`src/rtl/led_matrix_pkg.sv`:
```
// Shared constants and scan-state encoding for the 4x4 LED matrix scanner.
package led_matrix_pkg;
    localparam int NUM_ROWS = 4;
    localparam int NUM_COLS = 4;
    localparam int ROW_W    = $clog2(NUM_ROWS);

    typedef enum logic {
        BLANK = 1'b0,
        ON    = 1'b1
    } scan_state_t;
endpackage

```
`src/rtl/led_pwm.sv`:
```
// Per-row brightness PWM: counter cleared in BLANK, compared against a level
// latched at each frame boundary. Only built when LED_PWM_EN is defined.
`ifdef LED_PWM_EN
module led_pwm (
    input  logic       clk,
    input  logic       rst,
    input  logic       on,
    input  logic       frame_tick,
    input  logic [3:0] brightness,
    output logic       en
);
    logic [3:0] level;
    logic [3:0] pwm_cnt;

    always_ff @(posedge clk or posedge rst) begin
        if (rst) begin
            level   <= '0;
            pwm_cnt <= '0;
        end else begin
            if (frame_tick) level <= brightness;
            // Held at zero through BLANK so the first ON cycle sees count 0.
            pwm_cnt <= on ? pwm_cnt + 4'd1 : 4'd0;
        end
    end

    assign en = (pwm_cnt < level);
endmodule
`endif

```
`src/rtl/led_matrix_scan.sv`:
```
// 4x4 multiplexed LED matrix scanner with double-buffered frames and per-slot
// anti-ghost blanking. Define LED_PWM_EN to build brightness PWM (led_pwm).
module led_matrix_scan
    import led_matrix_pkg::*;
#(
    parameter int SCAN_DIV  = 12000,
    parameter int BLANK_CYC = 48
) (
    input  logic                         clk,
    input  logic                         rst,
    input  logic [NUM_ROWS*NUM_COLS-1:0] frame_data,
    input  logic                         frame_valid,
    output logic                         frame_ready,
    input  logic [3:0]                   brightness,
    output logic [NUM_ROWS-1:0]          aled,
    output logic [NUM_COLS-1:0]          kled_tri,
    output logic                         frame_done
);
    localparam int CW = $clog2(SCAN_DIV);

    logic [CW-1:0]                      slot_cnt;
    logic [ROW_W-1:0]                   row;
    scan_state_t                        state;
    logic [NUM_ROWS-1:0][NUM_COLS-1:0]  active;
    logic [NUM_ROWS-1:0][NUM_COLS-1:0]  shadow;
    logic                               pending;
    logic                               pending_nxt;
    logic                               slot_end;
    logic                               boundary;
    logic                               take;
    logic [NUM_COLS-1:0]                col_en;

    assign slot_end = (slot_cnt == CW'(SCAN_DIV - 1));
    assign boundary = slot_end && (row == ROW_W'(NUM_ROWS - 1));
    assign take     = frame_valid && frame_ready;

    always_ff @(posedge clk or posedge rst) begin
        if (rst) begin
            slot_cnt <= '0;
            row      <= '0;
            state    <= BLANK;
        end else begin
            slot_cnt <= slot_end ? '0 : slot_cnt + 1'b1;
            if (slot_end) row <= row + 1'b1;
            if (state == BLANK) begin
                if (slot_cnt == CW'(BLANK_CYC - 1)) state <= ON;
            end else if (slot_end) begin
                state <= BLANK;
            end
        end
    end

    // take and (boundary && pending) are exclusive: take needs frame_ready = !pending.
    always_comb begin
        pending_nxt = pending;
        if (take)                     pending_nxt = 1'b1;
        else if (boundary && pending) pending_nxt = 1'b0;
    end

    always_ff @(posedge clk or posedge rst) begin
        if (rst) begin
            shadow      <= '0;
            active      <= '0;
            pending     <= 1'b0;
            frame_ready <= 1'b0;
            frame_done  <= 1'b0;
        end else begin
            if (take) shadow <= frame_data;
            if (boundary && pending) active <= shadow;
            pending     <= pending_nxt;
            frame_ready <= !pending_nxt;
            frame_done  <= boundary;
        end
    end

`ifdef LED_PWM_EN
    logic pwm_on;

    led_pwm u_pwm (
        .clk        (clk),
        .rst        (rst),
        .on         (state == ON),
        .frame_tick (boundary),
        .brightness (brightness),
        .en         (pwm_on)
    );

    assign col_en = {NUM_COLS{pwm_on}};
`else
    logic unused_brightness;

    assign unused_brightness = ^brightness;
    assign col_en            = '1;
`endif

    always_ff @(posedge clk or posedge rst) begin
        if (rst) begin
            aled     <= '0;
            kled_tri <= '0;
        end else if (state == ON) begin
            aled     <= NUM_ROWS'(1) << row;
            kled_tri <= active[row] & col_en;
        end else begin
            aled     <= '0;
            kled_tri <= '0;
        end
    end
endmodule

```
`config.mk`:
```
export PLATFORM = sky130hd
export DESIGN_NAME = led_matrix_scan
export DESIGN_NICKNAME = d
export VERILOG_FILES = /design/src/rtl/led_matrix_pkg.sv /design/src/rtl/led_pwm.sv /design/src/rtl/led_matrix_scan.sv
export SDC_FILE = /design/constraint.sdc
export NUM_CORES = 1
export LEC_CHECK = 0
export ABC_CLOCK_PERIOD_IN_PS = 2230
export CORE_MARGIN = 2
export CORE_UTILIZATION = 60
export CTS_BUF_LIST = sky130_fd_sc_hd__clkbuf_2 sky130_fd_sc_hd__clkbuf_4 sky130_fd_sc_hd__clkbuf_8
export CTS_CLUSTER_SIZE = 10
export DETAILED_ROUTE_END_ITERATION = 12
export DONT_BUFFER_PORTS = 1
export HOLD_SLACK_MARGIN = 0.06
export PLACE_DENSITY_LB_ADDON = 0.2
export SETUP_SLACK_MARGIN = 0.5
export SLEW_MARGIN = 20
export SYNTH_ARGS = -nofsm -noshare
export SYNTH_HDL_FRONTEND = slang
export SYNTH_SLANG_ARGS = --single-unit
```
`constraint.sdc`:
```
create_clock -name clk -period 2.23 [get_ports clk]
set_clock_uncertainty 0.05 [all_clocks]
set_input_delay 0.3345 -clock clk [delete_from_list [all_inputs] [get_ports clk]]
set_output_delay 0.3345 -clock clk [all_outputs]
set_load 0.005 [all_outputs]
```
# --- Word level (Yosys, flattened, before mapping) ---
# Index checks and enable logic that the tools add are counted.
totals:
  reg_bits: 60
  input_bits: 23
  word_cells: 37
op_classes:
  addsub: 2
  magnitude_cmp: 1
  eq_ne: 3
  shifts: 1
  n_mux: 10
  n_reduce_logical: 4
op_table:
  columns: ["operator", "count"]
  rows:
  - ["$add 14x1->14 const B", 1]
  - ["$eq 14x14->1 const B", 1]
  - ["$eq 14x6->1 const B", 1]
  - ["$mux 14", 1]
  - ["$mux 4", 3]
  - ["$bmux 4 s2", 1]
  - ["$mux 1", 5]
  - ["$shl 1x2->4 const A", 1]
  - ["$logic_and 1x1->1", 3]
  - ["$lt 2x3->1 const B", 1]
  - ["$add 2x1->2 const B", 1]
  - ["$eq 2x2->1 const B", 1]
  - ["$logic_not 1->1", 1]

# --- Longest topological paths before layout ---
logic_depth:
  depth_word: 6
  mapped_depth: 7

# --- Least setup slack after synthesis ---
# OpenSTA, ideal clock, no wires.
synth_path:
  kind: "register -> register"
  from: "reg slot_cnt[8]"
  to: "reg active[10] (netlist name)"
  setup_time_ns: 0.125
  arrival_time_ns: 1.820
  required_ns: 2.055
  slack_ns: 0.235
  path_stages_with_launch: 7
  n_path_buf: 2
  path_cell_list: "dfrtp_1 or3b_1 nor4_4 and3_1 buf_6 buf_12 mux2_4"
synth_between:
  elab_chain_len: 3
synth_lines:
  columns: ["element", "line", "source"]
  rows:
  - ["start, declared", "led_matrix_scan.sv:21", "logic [CW-1:0] slot_cnt;"]
  - ["start signal, assigned", "led_matrix_scan.sv:43", "slot_cnt <= slot_end ? '0 : slot_cnt + 1'b1;"]
  - ["$eq 14x14->1", "led_matrix_scan.sv:33", "assign slot_end = (slot_cnt == CW'(SCAN_DIV - 1));"]
  - ["$logic_and 1x1->1", "led_matrix_scan.sv:34", "assign boundary = slot_end && (row == ROW_W'(NUM_ROWS - 1));"]
  - ["$logic_and 1x1->1", "led_matrix_scan.sv:69", "if (boundary && pending) active <= shadow;"]
  - ["end signal, assigned", "led_matrix_scan.sv:69", null]
  - ["end, declared", "led_matrix_scan.sv:24", "logic [NUM_ROWS-1:0][NUM_COLS-1:0] active;"]
# No other way between the ends.
# A chain may end at the register's enable or synchronous reset.

# --- Worst setup path after layout ---
layout_path:
  from: "reg slot_cnt[8]"
  to: "reg active[0] (netlist name)"
# The elaborated chain is that of the path after synthesis.

==> impl_results.md <==
- WL per Instance: 16.8 µm
- Post-route cell area: 0.00294 mm²
- Simple-Gate Fraction of Synth Area: 11.2%
- Vias per cell: 5.77
- Post-route clock period utilization: 84.5%
- Worst Setup Start Kind: flip-flop
- P per Cell Area: 742 mW/mm²
- Relative slew slack: 39.7%
- Core area: 0.00406 mm²
- Crit. End Element: flip-flop
- Yosys cell types: 37
- Ports: 33
- Top cells by area, synth: dfrtp_1, mux2_2, mux2_4, mux4_2, ha_1
- Initial Util: 63.5%
- Drt pass-1 iters: 4
- Final setup viols: 0
- Worst vdd ir: 0.439 mV
- First-pass GRT wire length: 7070 µm
- Inst Count DP: 230
- Detail Route Antenna Nets: 0
- Max-slew violations: 0
- FP Rows: 23
- XOR/XNOR share of the synthesized area: 3.40%
- CTS tree: built
- Place WS: 257 ps
- Final WS setup: 346 ps
- Die area: 0.00483 mm²
- Syn_nets: 211
- Max Cap Viol: 0
- IO buf count: 0
- Finished Layout Cells: 254
- Congestion Overflow GR: 0
- Post-synthesis cell count: 183
- Number of remaining DRC errors: 0
- Worst Path Required: 2390 ps
- Clock sinks: 60
- Leak pwr: 1.35 nW
- H-tree Lvls: 3
- Worst min-delay path category: in -> reg
- Die Y: 69.5 µm
- DR vias: 1,465
- Main synth FF type: dfrtp_1
- Main combinational cell family by area after synthesis: multiplexers
- Area of the mapped netlist: 0.00257 mm²
- FF+latch count, synth: 60
- # diodes: 0
- Register area share after synthesis: 58.3%
- Fmax: 531 MHz
- Synth top area share: 58.3%
- Area after DPL: 0.00264 mm²
- Clock buffer depth: 2
- Initial antenna violation count: 0
- Hold Vio Cnt, Final: 0
- Post-Synth Adder-Cell Area: 2.43%
- Setup TNS: 0 ps
- Detailed Route Iter0 Violations: 57
- Fin util: 72.5%
- Largest net degree at the start of global routing: 45
- Yosys warns: 0
- Vias in the first global route: 1,470
- Max Fanout on Critical Path: 8
- Layout fillers: 271
- GP Congestion: 0.792
- Post-synth EDFFs: 0
- Worst-margin pin slew: 903 ps
- Multiplexer area fraction after synthesis: 19.3%
- Gr usage total: 19.2%
- Worst Path Arrival: 2040 ps
- Unrepaired setup endpoints after global routing: true
- Final net count: 227
- Fraction of final layout cells sized beyond drive strength 1: 37.7%
- Drt total wl: 4270 µm
- Synth area leader: dfrtp_1
- Asr flop ratio synth: 100%
- CTS buffer count: 9
- P&R area growth vs syn: 14.2%
- Root Buffer: clkbuf_8
- Final period demand of the worst path: 1880 ps
- Detailed Place HPWL: 2760 µm
- Compound-Gate Fraction of Synth Area: 2.43%
- Setup CP Type: reg -> reg
- Clk Latency, worst-skew pair: 330 ps
- Post-Syn Area per Cell: 14.1 µm²
- Clk pin slew, worst setup/hold paths: 70 ps
- Die width: 69.5 µm
- Status: complete, no violations
==> layer usage <==
metal	global-route usage [%]	part of all wire (%)	up-vias
met4	9.80	1.8	0
met2	28.4	48	35
met3	4.22	3.7	8
met5	0	0	-
met1	26.9	47	747
li1	-	-	675
==> critical path, stage by stage (launching register included) <==
cell	delay, ps
dfrtp_2	410
or3b_4	410
nor4_4	150
and3_4	280
buf_12	140
mux2_2	330
==> where the power goes <==
part           leakage [nW]  switching [mW]  internal (mW)
Combinational         0.491          0.0469         0.0750
Sequential            0.768          0.0493           1.18
Clock                0.0923           0.395          0.437
Total                  1.35           0.492           1.69
==> kinds of logic after synthesis <==
group,Yosys count
AND/OR/NAND/NOR,49
adder cells (fa/ha/maj),5
buffers and inverters,13
flip-flops,60
XOR/XNOR,10
multiplexers,37
AO/OA/AOI/OAI,9
==> cells in the mapped netlist (2+ instances only) <==
library cell and n:
and2_1 8, clkbuf_1 4, dfrtp_1 60, ha_1 5, inv_1 6, mux2_2 22
mux2_4 10, mux4_2 4, nand2_1 5, nand3_1 6, nand4_1 2, nand4b_1 2
nor2_1 10, nor3_1 3, nor4_1 3, o21ai_0 3, or3_1 2, xnor2_1 7
xor2_1 3
==> timing repair <==
item / CTS / global route
gates cloned: 1 / 0
resized for setup: 5 / 7
endpoints found under the setup margin: 18 / 19
setup buffers: 5 / 1
hold buffers: 1 / 0
hold endpoints to repair: 42 / 0
pin swaps: 0 / 0
==> flip-flops by register name (all words and copies together) (netlist names) <==
register	flops
aled	4
state	1
frame_ready	1
active	16
frame_done	1
kled_tri	4
row	2
shadow	16
slot_cnt	14
pending	1
==> cells in the final DEF (no fill, tap or decap), types with 2 or more instances in the layout <==
| master | count |
|---|---|
| nor3_1 | 2 |
| nand3_2 | 2 |
| dfrtp_2 | 3 |
| o21ai_0 | 3 |
| clkbuf_8 | 10 |
| nor4_1 | 3 |
| mux4_2 | 4 |
| inv_1 | 5 |
| buf_4 | 9 |
| clkinvlp_4 | 2 |
| mux2_4 | 10 |
| xor2_1 | 3 |
| nand3_1 | 4 |
| nor2_1 | 9 |
| nand4b_1 | 2 |
| dfrtp_1 | 57 |
| mux2_2 | 22 |
| nand4_1 | 2 |
| and2_1 | 8 |
| nand2_1 | 5 |
| ha_1 | 4 |
| xnor2_1 | 7 |
| clkinv_2 | 4 |
==> layout make-up <==
class                   count  area (µm²)  share of cell area [%]
multi-input cells         110        1050                    35.7
repair buffers             12         125                    4.25
clock inverters             5        27.5                   0.936
flip-flops and latches     60        1510                    51.2
well taps                  50        62.6                    2.13
clock buffers              11         145                    4.93
inverters                   6        26.3                   0.893
==> final timing paths <==
kind | slack (ps) | depth (start not counted) | start | endpoint
min in group asynchronous | 620 | 2 | rst | slot_cnt[7]$_DFF_PP0_
min | 100 | 1 | frame_data[11] | shadow[11]$_DFFE_PP0P_
max reg2reg | 350 | 5 | slot_cnt[8]$_DFF_PP0_ | active[0]$_DFFE_PP0P_
max in group asynchronous | 840 | 3 | rst | active[0]$_DFFE_PP0P_
max | 350 | 5 | slot_cnt[8]$_DFF_PP0_ | active[0]$_DFFE_PP0P_
min reg2reg | 450 | 1 | active[7]$_DFFE_PP0P_ | active[7]$_DFFE_PP0P_
==> per-stage QoR <==
| step | hold WS (ps) | power [mW] |
|---|---|---|
| after global routing | 90.7 | 2.27 |
| after global placement | 358 | 1.36 |
| after detailed placement | 380 | 1.37 |
| after CTS | 92.7 | 2.20 |
| after floorplan | 390 | 1.33 |
| final | 104 | 2.18 |
No activity file was read; power rests on OpenSTA's default activity.
==> edit, RTL diff (config.mk and constraints unchanged) <==
`SCAN_DIV`: 12000 -> 24000.
--- a/src/rtl/led_matrix_scan.sv
+++ b/src/rtl/led_matrix_scan.sv
@@ -3,7 +3,7 @@
 module led_matrix_scan
     import led_matrix_pkg::*;
 #(
-    parameter int SCAN_DIV  = 12000,
+    parameter int SCAN_DIV  = 24000,
     parameter int BLANK_CYC = 48
 ) (
     input  logic                         clk,
Function: no difference found for any inputs over 10 cycles, from zero or initial values and one cycle with rst high; that may be too few to reach the edited logic, so the function may still have changed.
==> edit against the unedited design <==
Area after synthesis down 1.6%; worst setup slack got worse by 0.19 ns; design area rose by 3.9%; power increased by 6.9%; via count grew 4.0%; sequential cell count grew 1; first-iteration DRC count increased by 37%; routed wire length grew 18%; largest cell class unchanged; largest power group unchanged; highest routed layer unchanged.
==> edit: results (changes against the unedited design) <==
place_hpwl_um: 2910  # was 2760 um
synthXorXnorAreaFrac_pct: 4.15  # was 3.40%
hold_end: "shadow[13]$_DFFE_PP0P_"  # was shadow[11]$_DFFE_PP0P_
design.seq.count: 61  # was 60
dr_wl_met3_um: 218  # was 160 um
met2_length_um: 2560  # was 2030 um
n_fill_cell: 247  # was 271
final_layout_size_suffix_gt1_share_pct: 40.2  # was 37.7%
grt_max_degree: 30  # was 45
vdd_drop_max_mv: 0.528  # was 0.439 mV
synthAdderAreaFrac_pct: 2.47  # was 2.43%
outcome: "completed"  # unchanged
wl_met1_um: 2110  # was 2000 um
crit_slowest_cell: "or4b_4"  # was dfrtp_2
critical_path.max_stage_delay_ns: 0.56  # was 0.41 ns
avgSynthCellArea_sq_um: 14.1  # about the same
clock_cell_area_share_pct: 6.59  # was 5.87%
synth_compound_area_share_pct: 1.58  # was 2.43%
gp_congestion: 0.892  # was 0.792
hp-start: "frame_data[13]"  # was frame_data[11]
synth_top_cells_by_area: "dfrtp_1 (60%), mux2_2 (9.8%), mux2_1 (4.4%)"  # was dfrtp_1 (58%), mux2_2 (9.6%), mux2_4 (5.8%)
p_leak_nw: 1.43  # was 1.35 nW
rrSetupSlack_ns: 0.15  # was 0.35 ns
worst_slew_pin_slew_ns: 0.720  # was 0.903 ns
synth.mux.area_fraction_pct: 18.2  # was 19.3%
layout.nets: 232  # was 227
pg_clk_w: 0.000964  # was 0.000833 W
post_drt_wl_per_cell_um: 19.5  # was 16.8 um
nonClkBufAreaFrac_pct: 6.10  # was 4.25%
switching_share_pct: 21.3  # was 22.5%
final-seq-area_sq_mm: 0.00153  # was 0.00151 sq mm
syn_nets: 208  # was 211
ys_seq_area_share_pct: 60.2  # was 58.3%
multi_input_area_share_pct: 34.7  # was 35.7%
met1_usage_pct: 25.7  # was 26.9%
top_regs: "active (16), shadow (16), slot_cnt (15)"  # was active (16), shadow (16), slot_cnt (14)
drtIter0Drc: 78  # was 57
clock_buffers: 16  # was 11
r2r_start: "slot_cnt[13]$_DFF_PP0_"  # was slot_cnt[8]$_DFF_PP0_
timing.rr.end: "active[7]$_DFFE_PP0P_"  # was active[0]$_DFFE_PP0P_
grt_util_met3_pct: 5.68  # was 4.22%
buffers: 18  # was 12
post-route-period-util_pct: 93.1  # was 84.5%
drt_pass1_iterations: 5  # was 4
post_cts_buffers: 9  # was 5
## edit: cell types whose count changed after synthesis, moves of 2 or more
cell / change
inv_1: -2
nand3_1: -2
nand4_1: +3
and3_1: +2
nand2_1: +3
mux2_1: +10
nand4b_1: -2
xor2_1: +5
mux2_4: -10
nand2b_1: +2
xnor2_1: -3
## edit: metrics by stage
| step | cell area, sq um | hold slack [ns] | total power [W] | util [%] | std cells |
|---|---|---|---|---|---|
| floorplan | 2540 | 0.395 | 0.00135 | - | 180 |
| global placement | 2620 | 0.247 | 0.00137 | 64.9 | 230 |
| detailed placement | 2620 | 0.253 | 0.00139 | 64.9 | 230 |
| CTS | 2920 | 0.0813 | 0.00234 | 72.4 | 256 |
| global route | 3060 | 0.0883 | 0.00242 | 75.8 | 259 |
| finish | 3060 | 0.0928 | 0.00233 | 75.8 | 259 |
